### src/rtl/bridge_unpack.sv
// bridge_unpack: width-narrowing stage. It takes M-bit words over valid/ready
// and treats them as one continuous LSB-first bit stream. It emits N-bit beats
// over valid/ready. A word flagged with last_i flushes the residual bits as a
// zero-padded final beat, and that beat carries last_o.
//
// Ports:
//   clk, rst   clock, synchronous active-high reset
//   vld_i      input word valid
//   din[M]     input word, bit 0 is first in stream order
//   last_i     input word is the final word of a packet (qualified by vld_i)
//   rdy_o      block can accept a word this cycle
//   vld_o      output beat valid
//   dout[N]    output beat, bit 0 is the oldest stream bit
//   last_o     beat is the final beat of the packet
//   rdy_i      downstream ready
//
// Handshake: a transfer happens on a rising edge where valid and ready are
// both high. rdy_o depends only on registered state. Once vld_o is raised it
// stays high, with dout and last_o stable, until the beat is taken. Inputs are
// ignored while rdy_o is low.
module bridge_unpack #(
  parameter int M = 11,
  parameter int N = 4
) (
  input  logic         clk,
  input  logic         rst,
  input  logic         vld_i,
  input  logic [M-1:0] din,
  input  logic         last_i,
  output logic         rdy_o,
  output logic         vld_o,
  output logic [N-1:0] dout,
  output logic         last_o,
  input  logic         rdy_i
);

  // A word is only accepted while fewer than N bits are held, so at most
  // N-1 old bits plus M new bits are ever stored.
  localparam int BUF = M + N - 1;
  localparam int CW  = $clog2(BUF + 1);

  logic [BUF-1:0] r_buf;
  logic [CW-1:0]  r_cnt;
  logic           r_flush;

  logic           w_accept;
  logic           w_fire;
  logic [BUF-1:0] w_din_ext;
  logic [BUF-1:0] w_ins_mask;

  assign rdy_o    = (r_cnt < CW'(N)) && !r_flush;
  assign vld_o    = (r_cnt >= CW'(N)) || (r_flush && (r_cnt != '0));
  assign last_o   = r_flush && (r_cnt <= CW'(N)) && vld_o;
  assign w_accept = vld_i && rdy_o;
  assign w_fire   = vld_o && rdy_i;

  // Zero-extended word and its lane mask, positioned later by r_cnt.
  always_comb begin
    w_din_ext          = '0;
    w_din_ext[M-1:0]   = din;
    w_ins_mask         = '0;
    w_ins_mask[M-1:0]  = {M{1'b1}};
  end

  // Bits at or above r_cnt are not stream data; they are forced to zero so a
  // short final beat is zero-padded.
  always_comb begin
    dout = '0;
    for (int i = 0; i < N; i++) begin
      dout[i] = r_buf[i] && (CW'(i) < r_cnt);
    end
  end

  always_ff @(posedge clk) begin
    if (rst) begin
      r_buf   <= '0;
      r_cnt   <= '0;
      r_flush <= 1'b0;
    end else if (w_accept) begin
      r_buf   <= (r_buf & ~(w_ins_mask << r_cnt)) | (w_din_ext << r_cnt);
      r_cnt   <= r_cnt + CW'(M);
      r_flush <= last_i;
    end else if (w_fire) begin
      r_buf <= r_buf >> N;
      r_cnt <= (r_cnt > CW'(N)) ? (r_cnt - CW'(N)) : '0;
      if (last_o) begin
        r_flush <= 1'b0;
      end
    end
  end

endmodule
### config.mk
export PLATFORM = sky130hd
export DESIGN_NAME = bridge_unpack
export DESIGN_NICKNAME = d
export VERILOG_FILES = /design/src/rtl/bridge_unpack.sv
export SDC_FILE = /design/constraint.sdc
export NUM_CORES = 1
export LEC_CHECK = 0
export CORE_ASPECT_RATIO = 0.5
export CORE_MARGIN = 8
export CORE_UTILIZATION = 25
export DETAILED_ROUTE_END_ITERATION = 16
export MAX_ROUTING_LAYER = met4
export SYNTH_ARGS = -nofsm -noshare
export SYNTH_HDL_FRONTEND = slang
export SYNTH_SLANG_ARGS = --single-unit
### constraint.sdc
create_clock -name clk -period 4.4 [get_ports clk]
set_input_delay 0.88 -clock clk [delete_from_list [all_inputs] [get_ports clk]]
set_output_delay 0.88 -clock clk [all_outputs]
set_load 0.01 [all_outputs]
---- After elaboration in Yosys (flattened, before gate mapping) ----
Cells that the tools add are included.
cells by class
  reductions and logical operators ........ 16
  multiply operators ...................... 0
  add/sub/neg operators ................... 2
  magnitude comparators ................... 8
  equality and inequality tests ........... 0
  bitwise operators ....................... 3
  shift operators ......................... 2
  divide/modulo/power cells ............... 0
  multiplexer cells ....................... 8
operators with widths
  operator               number
  $mux 14                2
  $and 14x14->14         1
  $not 14->14            1
  $or 14x14->14          1
  $shl 11x4->14          1
  $shl 11x4->14 const A  1
  $mux 4                 3
  $logic_and 1x1->1      10
  $lt 1x4->1 const A     2
  $lt 2x4->1 const A     2
  $add 4x4->4 const B    1
  $ge 4x3->1 const B     1
  $gt 4x3->1 const B     1
  $le 4x3->1 const B     1
  $lt 4x3->1 const B     1
  $reduce_bool 2->1      2
  $reduce_bool 4->1      1
  $sub 4x3->4 const B    1
  $mux 1                 3
  $reduce_and 2->1       1
  $logic_not 1->1        1
  $logic_or 1x1->1       1
word-level totals
  bits in writable memories ............... 0
  memories ................................ 0
  flip-flop bits (word level) ............. 19
  bits in read-only memories .............. 0
  latch bits .............................. 0
  input bits .............................. 16
  output and inout bits ................... 7

---- Longest topological paths before layout ----
Gate-level depths: netlist of the first run.
  depth in word-level cells ............... 7
  gate-level depth with buffers ........... 9

---- Worst setup path after synthesis of the first run ----
Ideal clock, no wire load.
  path type ............................... register -> output
  start ................................... register r_cnt[0]
  end ..................................... output dout[0]
  setup slack ............................. 2.017 ns
  data required time ...................... 3.520 ns
  buffers on the path ..................... 2
  stages on the path, launching flop included .. 6
  arrival ................................. 1.503 ns
  cells stage by stage .................... dfxtp_1 clkbuf_1 buf_2 inv_1 ha_1 a21boi_0
between the ends
  longest elaborated chain between the ends .. 2
ends and longest elaborated chain
  item                    RTL line  RTL
  from (decl)             43        logic [CW-1:0] r_cnt;
  from (signal assigned)  81        r_cnt <= r_cnt + CW'(M);
  from (signal assigned)  85        r_cnt <= (r_cnt > CW'(N)) ? (r_cnt - CW'(N)) : '0;
  $lt 1x4->1              70        dout[i] = r_buf[i] && (CW'(i) < r_cnt);
  $logic_and 1x1->1       70
  to (decl)               32        output logic [N-1:0] dout,
No other way between the ends.

---- Final worst setup path of the first run ----
  start ................................... register r_cnt[1]
  end ..................................... output dout[0]
The elaborated chain is that of the path after synthesis.

==> results of run 1 <==
-- worst register-to-register path, delay by kind of cell (launching register included) --
| family | cells | cell delay [ps] |
|---|---|---|
| DFF | 1 | 600 |
| buffers and inverters | 1 | 510 |
| AOI/OAI and AO/OA | 3 | 830 |
| and+or+nand+nor | 1 | 200 |
| adders and majority gates | 1 | 410 |
-- synthesized netlist by cell type (all sizes together), types with 3 or more instances --
cell	count
nand2	28
dfxtp	19
a21oi	18
mux2i	12
nand3	9
clkbuf	8
o21ai	7
a211oi	6
buf	6
inv	6
nor2	6
ha	5
nor3	4
a31oi	3
-- registers in the layout, summed over array words and instances, names as in the netlist, named ones only --
signal and cells:
r_buf 13, r_cnt 4, r_flush 1
-- logic make-up (layout without fill, tap and decap cells) --
| family | Yosys count | after routing |
|---|---|---|
| adders and majority gates | 5 | 5 |
| AOI/OAI and AO/OA | 45 | 45 |
| buffers and inverters | 21 | 34 |
| muxes | 14 | 14 |
| and+or+nand+nor | 57 | 57 |
| DFF | 19 | 19 |
-- final cells by class --
type	instances	share of cell area [%]
Inverter	7	1.74
Timing Repair Buffer	23	15.0
Sequential cell	19	25.1
Multi-Input combinational cell	121	49.3
Clock buffer	4	2.98
Tap cell	70	5.79
-- per-stage QoR --
stage                     total power, mW  setup slack [ps]  hold WS, ps
final                               0.601               863          466
after global routing                0.645               600          488
after CTS                           0.606               873          466
after detailed placement            0.481              1180          452
after global placement              0.480              1260          456
after floorplan                     0.408              2020          433
-- worst paths after layout --
path                         start                    end  slack (ps)  cells after the start
min reg2reg  r_buf[3]$_SDFFE_PP0P_  r_buf[3]$_SDFFE_PP0P_         470                      2
max          r_cnt[1]$_SDFFE_PP0P_                dout[0]         860                      4
min          r_buf[3]$_SDFFE_PP0P_  r_buf[3]$_SDFFE_PP0P_         470                      2
max reg2reg  r_cnt[1]$_SDFFE_PP0P_  r_buf[6]$_SDFFE_PP0P_        1740                      6
-- routing by layer --
layer  track usage, %  vias up  part of all wire, %
li1                 -      594                    -
met1             10.4      540                   48
met2             14.5       21                   48
met3             1.83        2                  2.9
met4             2.11        0                  1.2
met5                -        -                    0
-- report_power, final --
part	leakage, nW	internal (mW)	switching (mW)
Sequential	0.156	0.202	0.0251
Combinational	0.386	0.109	0.145
Clock	0.0228	0.0643	0.0565
Total	0.565	0.375	0.226
==> results.py, run 1 <==
metrics = {
    "yosys": {
        "muxShareOfSynthArea_pct": 11.7,
        "synth_simple_gate_area_share_pct": 21.5,
        "synth-compound-area-share_pct": 23.0,
        "synth_top_area_cell": "dfxtp_1",
        "synth-seq-cells": 19,
        "syn_avg_cell_area_sq_um": 7.57,
        "synth_top_family_by_area": "compound AO/OA/AOI/OAI gates",
        "yosys_warnings": 0,
        "syn_nets": 182,
        "synth_cells": 161,
        "synth-main-ff-cell": "dfxtp_1",
        "synthDominantCellAreaShare_pct": 31.2,
        "synth_edf_count": 0,
        "synth_xor_area_share_pct": 0,
        "async_reset_ff_share_pct": 0,
        "synth_area_leaders": "dfxtp_1 31%, mux2i_1 9.9%, nand2_1 8.6%",
        "synth_area_sq_um": 1220,
        "synth_adder_area_share_pct": 5.13,
        "seq_area_frac_synth_pct": 31.2,
        "synth_cell_type_count": 36,
    },
    "worst_setup_path": {
        "slowest_stage": "dfxtp_1",
        "cp_cell_sequence": "clkinv_1 > ha_1 > a21boi_0 > clkdlybuf4s50_1",
        "critPathMaxFanout": 17,
        "endpoint_kind": "primary output",
        "path_buf_inv": 2,
        "crit_required_ps": 3520,
        "max_stage_delay_ps": 600,
        "startpoint_type": "register",
        "crit_family": "buffers and inverters",
        "worstSetupPathType": "register to primary output",
        "worstPathArrival_ps": 2660,
    },
    "final_layout": {
        "final_nets": 196,
        "areaGrowthSynthToFinish_pct": 24.2,
        "mostFrequentLayoutCells": "28 x nand2_1, 22 x clkdlybuf4s50_1, 19 x dfxtp_1, 18 x a21oi_1, 12 x mux2i_1",
        "stdcell_count": 244,
        "postLayoutCoreUtil_pct": 31.4,
        "antenna_cells": 0,
        "layout.cells.most_common": "nand2_1",
        "drive_gt1_share_pct": 4.02,
        "finalInstanceArea_sq_um": 1510,
        "regArea_sq_um": 380,
        "nFillCells": 519,
        "multi_input_area_sq_um": 747,
    },
    "detailed_routing": {
        "vias_per_cell": 4.74,
        "drtPass1Iterations": 4,
        "ant_nets": 0,
        "avgRoutedWirePerCell_um": 12.9,
        "wl_um": 3140,
        "drt_iter0_markers": 88,
        "drt_drc_violations_left": 0,
        "vias": 1157,
    },
    "placed_design": {
        "place_area_sq_um": 1470,
        "place.gp.congestion": 0.841,
        "dp_cells": 240,
        "hpwl_um": 2280,
        "portBuffers": 22,
    },
    "global_route": {
        "grt_usage_pct": 8.63,
        "grt_max_degree": 21,
        "antenna_found_initial": 0,
        "grt-ovfl-total": 0,
        "first_global_vias": 1102,
        "grt_pass1_wl_um": 5150,
    },
    "pwr": {
        "power.density_nw_per_um2": 397,
        "ir_drop_uv": 118,
        "leakage_nw": 0.565,
    },
    "clock_network": {
        "cts.sinks": 19,
        "cts_resized": 0,
        "clockBufferDepth": 2,
        "post_cts_buffers": 0,
        "root_buffer": "clkbuf_8",
        "hold_buffers": 0,
        "clk_pin_slew_ps": 70,
        "cts_max_level": 1,
        "cts_tree": "done",
        "clock_latency_ps": 250,
        "numCtsBuffers": 3,
    },
    "die": {
        "die_area_sq_um": 7500,
        "ioPinCount": 23,
        "core_sq_um": 4820,
        "start_util_pct": 25.3,
        "die_h_um": 65.4,
        "rows": 18,
        "die_x_um": 115,
    },
    "sta": {
        "fmax_ghz": 0.283,
        "tns_ps": 0,
        "timing.final.max_slew_violations": 0,
        "finalCritPeriodShare_pct": 80.4,
        "grt_setup_unrepaired": "no",
        "worstMarginPinSlew_ps": 758,
        "slew_headroom_pct": 49.3,
        "fin_skew_ps": 7.08,
        "min_period_ps": 3540,
        "hold_violations": 0,
        "finalSetupViolCount": 0,
    },
    "job": {
        "cap_violations": 0,
    },
    "min_path": {
        "hold_class": "register to register",
    },
    "run_status": {
        "status": "finished, final reports clean",
    },
}
No activity file was read; power rests on OpenSTA's default activity.
==> run 2: changes to the inputs <==
==> constraint.sdc (replaced) <==
create_clock -name clk -period 3.4 [get_ports clk]
set_input_delay 0.68 -clock clk [delete_from_list [all_inputs] [get_ports clk]]
set_output_delay 0.68 -clock clk [all_outputs]
set_load 0.01 [all_outputs]
==> run 2 against run 1 <==
Power is 31% higher. Sequential share of layout area decreased by 0.37 points. Register-to-register slack worse by 220 ps. Core utilization is 0.47 points higher. Wire length is essentially flat. First-iteration DRC count shrank 11%. Sequential cell count unchanged. Cell area is 1.5% higher. Critical endpoint is now last_o. Via count increased by 0.17%. Non-clock buffer count grew 3. Clock power increased by 31%. Global-route usage increased by 0.14 points.
==> results.py, run 2 (synthesized netlist as in run 1, its figures left out) <==
metrics = {
    "run_status": {
        "status": "finished, final reports clean",
    },
    "clock_network": {
        "clockBufferDepth": 2,
        "cts_max_level": 1,
        "root_buffer": "clkbuf_8",
        "hold_buffers": 0,
        "clock_latency_ps": 260,
        "post_cts_buffers": 0,
        "cts_resized": 0,
        "cts.sinks": 19,
        "numCtsBuffers": 3,
        "cts_tree": "done",
        "clk_pin_slew_ps": 70,
    },
    "global_route": {
        "grt_usage_pct": 8.78,
        "antenna_found_initial": 0,
        "grt_pass1_wl_um": 5180,
        "first_global_vias": 1102,
        "grt_max_degree": 21,
        "grt-ovfl-total": 0,
    },
    "job": {
        "cap_violations": 0,
    },
    "pwr": {
        "power_switching_mw": 0.293,
        "p_comb_share_pct": 43.5,
        "power.density_nw_per_um2": 512,
        "power_frac_seq_pct": 36.4,
        "ir_drop_uv": 167,
        "intPower_mw": 0.494,
        "sw_frac_of_total_pct": 37.2,
        "leakage_nw": 0.580,
        "clock_power_share_pct": 20.1,
    },
    "final_layout": {
        "areaGrowthSynthToFinish_pct": 26.1,
        "mostFrequentLayoutCells": "28 x nand2_1, 22 x clkdlybuf4s50_1, 19 x dfxtp_1, 18 x a21oi_1, 12 x mux2i_1",
        "drive_gt1_share_pct": 5.65,
        "layout.cells.most_common": "nand2_1",
        "final_nets": 199,
        "antenna_cells": 0,
        "largest-register": "r_buf",
        "largest_registers": "r_buf (13), r_cnt (4), r_flush (1)",
        "postLayoutCoreUtil_pct": 31.9,
        "largest_reg_flops": 13,
    },
    "worst_setup_path": {
        "r2r_slack_ps": 1520,
        "r2r_start": "r_cnt[2]$_SDFFE_PP0P_",
        "startpoint_type": "register",
        "worstSetupPathType": "register to primary output",
        "max_stage_delay_ps": 540,
        "crit_required_ps": 2720,
        "crit_end": "last_o",
        "endpoint_kind": "primary output",
        "worstPathArrival_ps": 1930,
        "r2r-end": "r_buf[6]$_SDFFE_PP0P_",
        "cp_cell_sequence": "clkinv_1 > ha_1 > inv_1 > a21oi_1 > and3_1 > clkdlybuf4s50_1",
        "slowest_stage": "clkdlybuf4s50_1",
        "rr_worst_depth": 4,
        "startpoint": "r_cnt[1]$_SDFFE_PP0P_",
        "critPathMaxFanout": 4,
    },
    "sta": {
        "slew_headroom_pct": 49.7,
        "grt_setup_unrepaired": "no",
        "timing.final.max_slew_violations": 0,
        "finalCritPeriodShare_pct": 76.9,
        "fin_skew_ps": 4.62,
        "worstMarginPinSlew_ps": 755,
        "min_period_ps": 2610,
        "tns_ps": 0,
        "fmax_ghz": 0.382,
        "finalSetupViolCount": 0,
        "hold_violations": 0,
    },
    "detailed_routing": {
        "ant_nets": 0,
        "drt_drc_violations_left": 0,
        "vias_per_cell": 4.69,
        "avgRoutedWirePerCell_um": 12.7,
        "drt_iter0_markers": 78,
        "vias": 1159,
        "drtPass1Iterations": 4,
        "wl_um": 3140,
    },
    "die": {
        "rows": 18,
        "start_util_pct": 25.3,
        "die_x_um": 115,
        "die_h_um": 65.4,
        "core_sq_um": 4820,
        "die_area_sq_um": 7500,
        "ioPinCount": 23,
    },
    "placed_design": {
        "portBuffers": 22,
        "place.gp.congestion": 0.837,
        "hpwl_um": 2300,
    },
    "min_path": {
        "hold_class": "register to register",
    },
}
-- run 2: final cells by class --
cell class                      count  area [sq um]
Fill cell                         515          3280
Multi-Input combinational cell    121           747
Sequential cell                    19           380
Timing Repair Buffer               26           250
Tap cell                           70          87.6
Clock buffer                        4          45.0
Inverter                            7          26.3
-- run 2: through the flow --
stage               cells  instance area (sq um)  power [mW]  hold slack, ps  setup WS [ps]
floorplan             161                   1220       0.528             433           1220
global placement      243                   1490       0.634             455            902
detailed placement    243                   1490       0.637             453            879
CTS                   247                   1540       0.797             466            773
global route          247                   1540       0.845             478            673
finish                247                   1540       0.787             463            785
-- run 2: worst min-delay path by stage --
stage,from,end,slack [ps],cells past startpoint
global placement,r_buf[9]$_SDFFE_PP0P_,r_buf[9]$_SDFFE_PP0P_,460,2
finish,r_buf[3]$_SDFFE_PP0P_,r_buf[3]$_SDFFE_PP0P_,460,2
CTS,r_buf[3]$_SDFFE_PP0P_,r_buf[3]$_SDFFE_PP0P_,470,2
detailed placement,r_buf[3]$_SDFFE_PP0P_,r_buf[3]$_SDFFE_PP0P_,450,2
global route,register,register,480,2
floorplan,r_buf[3]$_SDFFE_PP0P_,r_buf[3]$_SDFFE_PP0P_,430,2
-- run 2: power groups by stage --
stage | logic (mW) | registers (mW) | clock network, mW
after floorplan | 0.244 | 0.284 | 0
after global placement | 0.344 | 0.290 | 0
after detailed placement | 0.346 | 0.291 | 0
after CTS | 0.347 | 0.286 | 0.164
after global routing | 0.382 | 0.291 | 0.172
final | 0.343 | 0.286 | 0.158
-- run 2: per-layer routing --
| metal | vias to the layer above | global-route usage, % | wire [um] |
|---|---|---|---|
| met3 | 4 | 1.92 | 72 |
| met2 | 13 | 14.6 | 1550 |
| met4 | 0 | 3.08 | 41 |
| li1 | 602 | - | - |
| met5 | - | - | 0 |
| met1 | 540 | 10.4 | 1470 |
-- run 2: worst max-delay path: cells and delay by family, from the launching register on --
kind	cells	cell delay [ps]
buffers and inverters	3	670
flip-flops	1	310
AO/OA/AOI/OAI	1	300
AND/OR/NAND/NOR	1	200
adder cells (fa/ha/maj)	1	190
==> run 3: changes to the inputs <==
==> constraint.sdc (replaced) <==
create_clock -name clk -period 2.4 [get_ports clk]
set_input_delay 0.48 -clock clk [delete_from_list [all_inputs] [get_ports clk]]
set_output_delay 0.48 -clock clk [all_outputs]
set_load 0.01 [all_outputs]
==> run 3 against run 2 <==
Wire length is 8.4% higher. Core utilization rose by 0.57 points. Sequential share of layout area decreased by 0.44 points. Power is 46% higher. Die area did not move. Critical path depth fell by 3. Via count increased by 5.6%. Cell count is 1.2% higher. Cell area up 1.8%. Largest cell class unchanged. Largest power group unchanged.
==> results.py, run 3 (synthesized netlist as in run 1, its figures left out) <==
metrics = {
    "clock_network": {
        "cts_tree": "done",
        "clock_latency_ps": 270,
        "cts_max_level": 1,
        "cts.sinks": 19,
        "root_buffer": "clkbuf_8",
        "clk_pin_slew_ps": 80,
        "clockBufferDepth": 2,
        "numCtsBuffers": 3,
        "post_cts_buffers": 0,
    },
    "final_layout": {
        "final_nets": 202,
        "layout.cells.most_common": "nand2_1",
        "areaGrowthSynthToFinish_pct": 28.3,
        "largest_reg_flops": 13,
        "nFillCells": 516,
        "drive_gt1_share_pct": 8.33,
        "antenna_cells": 0,
        "largest-register": "r_buf",
        "mostFrequentLayoutCells": "28 x nand2_1, 22 x clkdlybuf4s50_1, 19 x dfxtp_1, 17 x a21oi_1, 12 x mux2i_1",
        "largest_registers": "r_buf (13), r_cnt (4), r_flush (1)",
        "finalInstanceArea_sq_um": 1560,
    },
    "global_route": {
        "antenna_found_initial": 0,
        "grt_pass1_wl_um": 5550,
        "first_global_vias": 1160,
        "grt_max_degree": 21,
        "grt_usage_pct": 9.39,
        "grt-ovfl-total": 0,
    },
    "min_path": {
        "hold-path-endpoint": "r_buf[9]$_SDFFE_PP0P_",
        "worstHoldPathCells": 2,
        "min-delay-start": "r_buf[9]$_SDFFE_PP0P_",
        "hold_class": "register to register",
    },
    "placed_design": {
        "place_area_sq_um": 1510,
        "place.gp.congestion": 0.803,
        "dp_slack_ps": 270,
        "portBuffers": 22,
        "hpwl_um": 2490,
    },
    "sta": {
        "min_period_ps": 2340,
        "finalCritPeriodShare_pct": 97.5,
        "slew_headroom_pct": 68.5,
        "hold_violations": 0,
        "finalWorstSetupSlack_ps": 60.7,
        "worst_hold_slack_ps": 466,
        "timing.final.max_slew_violations": 0,
        "finalSetupViolCount": 0,
        "fmax_ghz": 0.427,
        "grt_setup_unrepaired": "yes",
        "fin_skew_ps": 10.5,
        "worstMarginPinSlew_ps": 470,
    },
    "pwr": {
        "clock_power_share_pct": 20.2,
        "leakage_nw": 0.598,
        "ir_drop_uv": 229,
        "power_switching_mw": 0.443,
        "p_comb_share_pct": 44.2,
        "power_frac_seq_pct": 35.6,
        "sw_frac_of_total_pct": 38.5,
        "intPower_mw": 0.707,
        "power.density_nw_per_um2": 735,
        "p_total_mw": 1.15,
    },
    "worst_setup_path": {
        "startpoint": "r_cnt[2]$_SDFFE_PP0P_",
        "r2r-end": "r_buf[6]$_SDFFE_PP0P_",
        "endpoint_kind": "primary output",
        "r2r_slack_ps": 570,
        "critPathMaxFanout": 9,
        "r2r_start": "r_cnt[2]$_SDFFE_PP0P_",
        "worstPathArrival_ps": 1860,
        "crit_required_ps": 1920,
        "rr_worst_depth": 4,
        "startpoint_type": "register",
        "worstSetupPathType": "register to primary output",
    },
    "run_status": {
        "status": "finished, final reports clean",
    },
    "die": {
        "core_sq_um": 4820,
        "ioPinCount": 23,
        "die_h_um": 65.4,
        "rows": 18,
        "die_area_sq_um": 7500,
        "start_util_pct": 25.3,
        "die_x_um": 115,
    },
    "detailed_routing": {
        "avgRoutedWirePerCell_um": 13.6,
        "drt_drc_violations_left": 0,
        "ant_nets": 0,
        "drt_iter0_markers": 94,
        "vias_per_cell": 4.90,
        "drtPass1Iterations": 5,
        "vias": 1224,
        "wl_um": 3400,
    },
    "job": {
        "cap_violations": 0,
    },
}
## run 3: metal layers
layer | vias up | global-route usage, % | part of all wire (%)
li1 | 611 | - | -
met1 | 586 | 11.1 | 47
met2 | 23 | 15.7 | 49
met3 | 4 | 2.01 | 3.6
met4 | 0 | 3.24 | 1.0
met5 | - | - | 0
## run 3: worst max-delay path by stage
stage / to / slack, ps / depth (start not counted)
global placement: r_buf[12]$_SDFFE_PP0P_ / 300 / 4
floorplan: r_buf[4]$_SDFFE_PP0P_ / 370 / 9
finish: dout[2] / 60 / 3
global route: last_o / -20 / 6
detailed placement: r_buf[12]$_SDFFE_PP0P_ / 270 / 4
CTS: last_o / 20 / 6
## run 3: timing repair
item	4_1_cts	5_1_grt
gates resized for setup	0	2
hold buffers	0	0
endpoints found under the setup margin	0	2
## run 3: power groups by stage
stage | registers, mW | logic [mW] | clock network, mW
3_5_place_dp | 0.414 | 0.504 | 0
4_1_cts | 0.407 | 0.506 | 0.239
5_1_grt | 0.415 | 0.562 | 0.252
3_3_place_gp | 0.412 | 0.502 | 0
2_1_floorplan | 0.402 | 0.345 | 0
6_report | 0.409 | 0.508 | 0.233
## run 3: metrics by stage
step	instances	utilization [%]	TNS, ps
after floorplan	161	-	0
after global placement	246	31.4	0
after detailed placement	246	31.4	0
after CTS	250	32.4	0
after global routing	250	32.5	-22.5
final	250	32.5	0
## run 3: layout make-up
class / instances / area (sq um) / area share, %
Clock inverter: 1 / 5.00 / 0.320
Tap cell: 70 / 87.6 / 5.60
Inverter: 7 / 26.3 / 1.68
Multi-Input combinational cell: 121 / 751 / 48.0
Clock buffer: 3 / 41.3 / 2.64
Sequential cell: 19 / 380 / 24.3
Timing Repair Buffer: 29 / 273 / 17.4
## run 3: worst max-delay path: stages, from the launching register on
cell and delay [ps]:
dfxtp_1 490, or2_1 360, o21a_1 200, clkdlybuf4s50_1 540
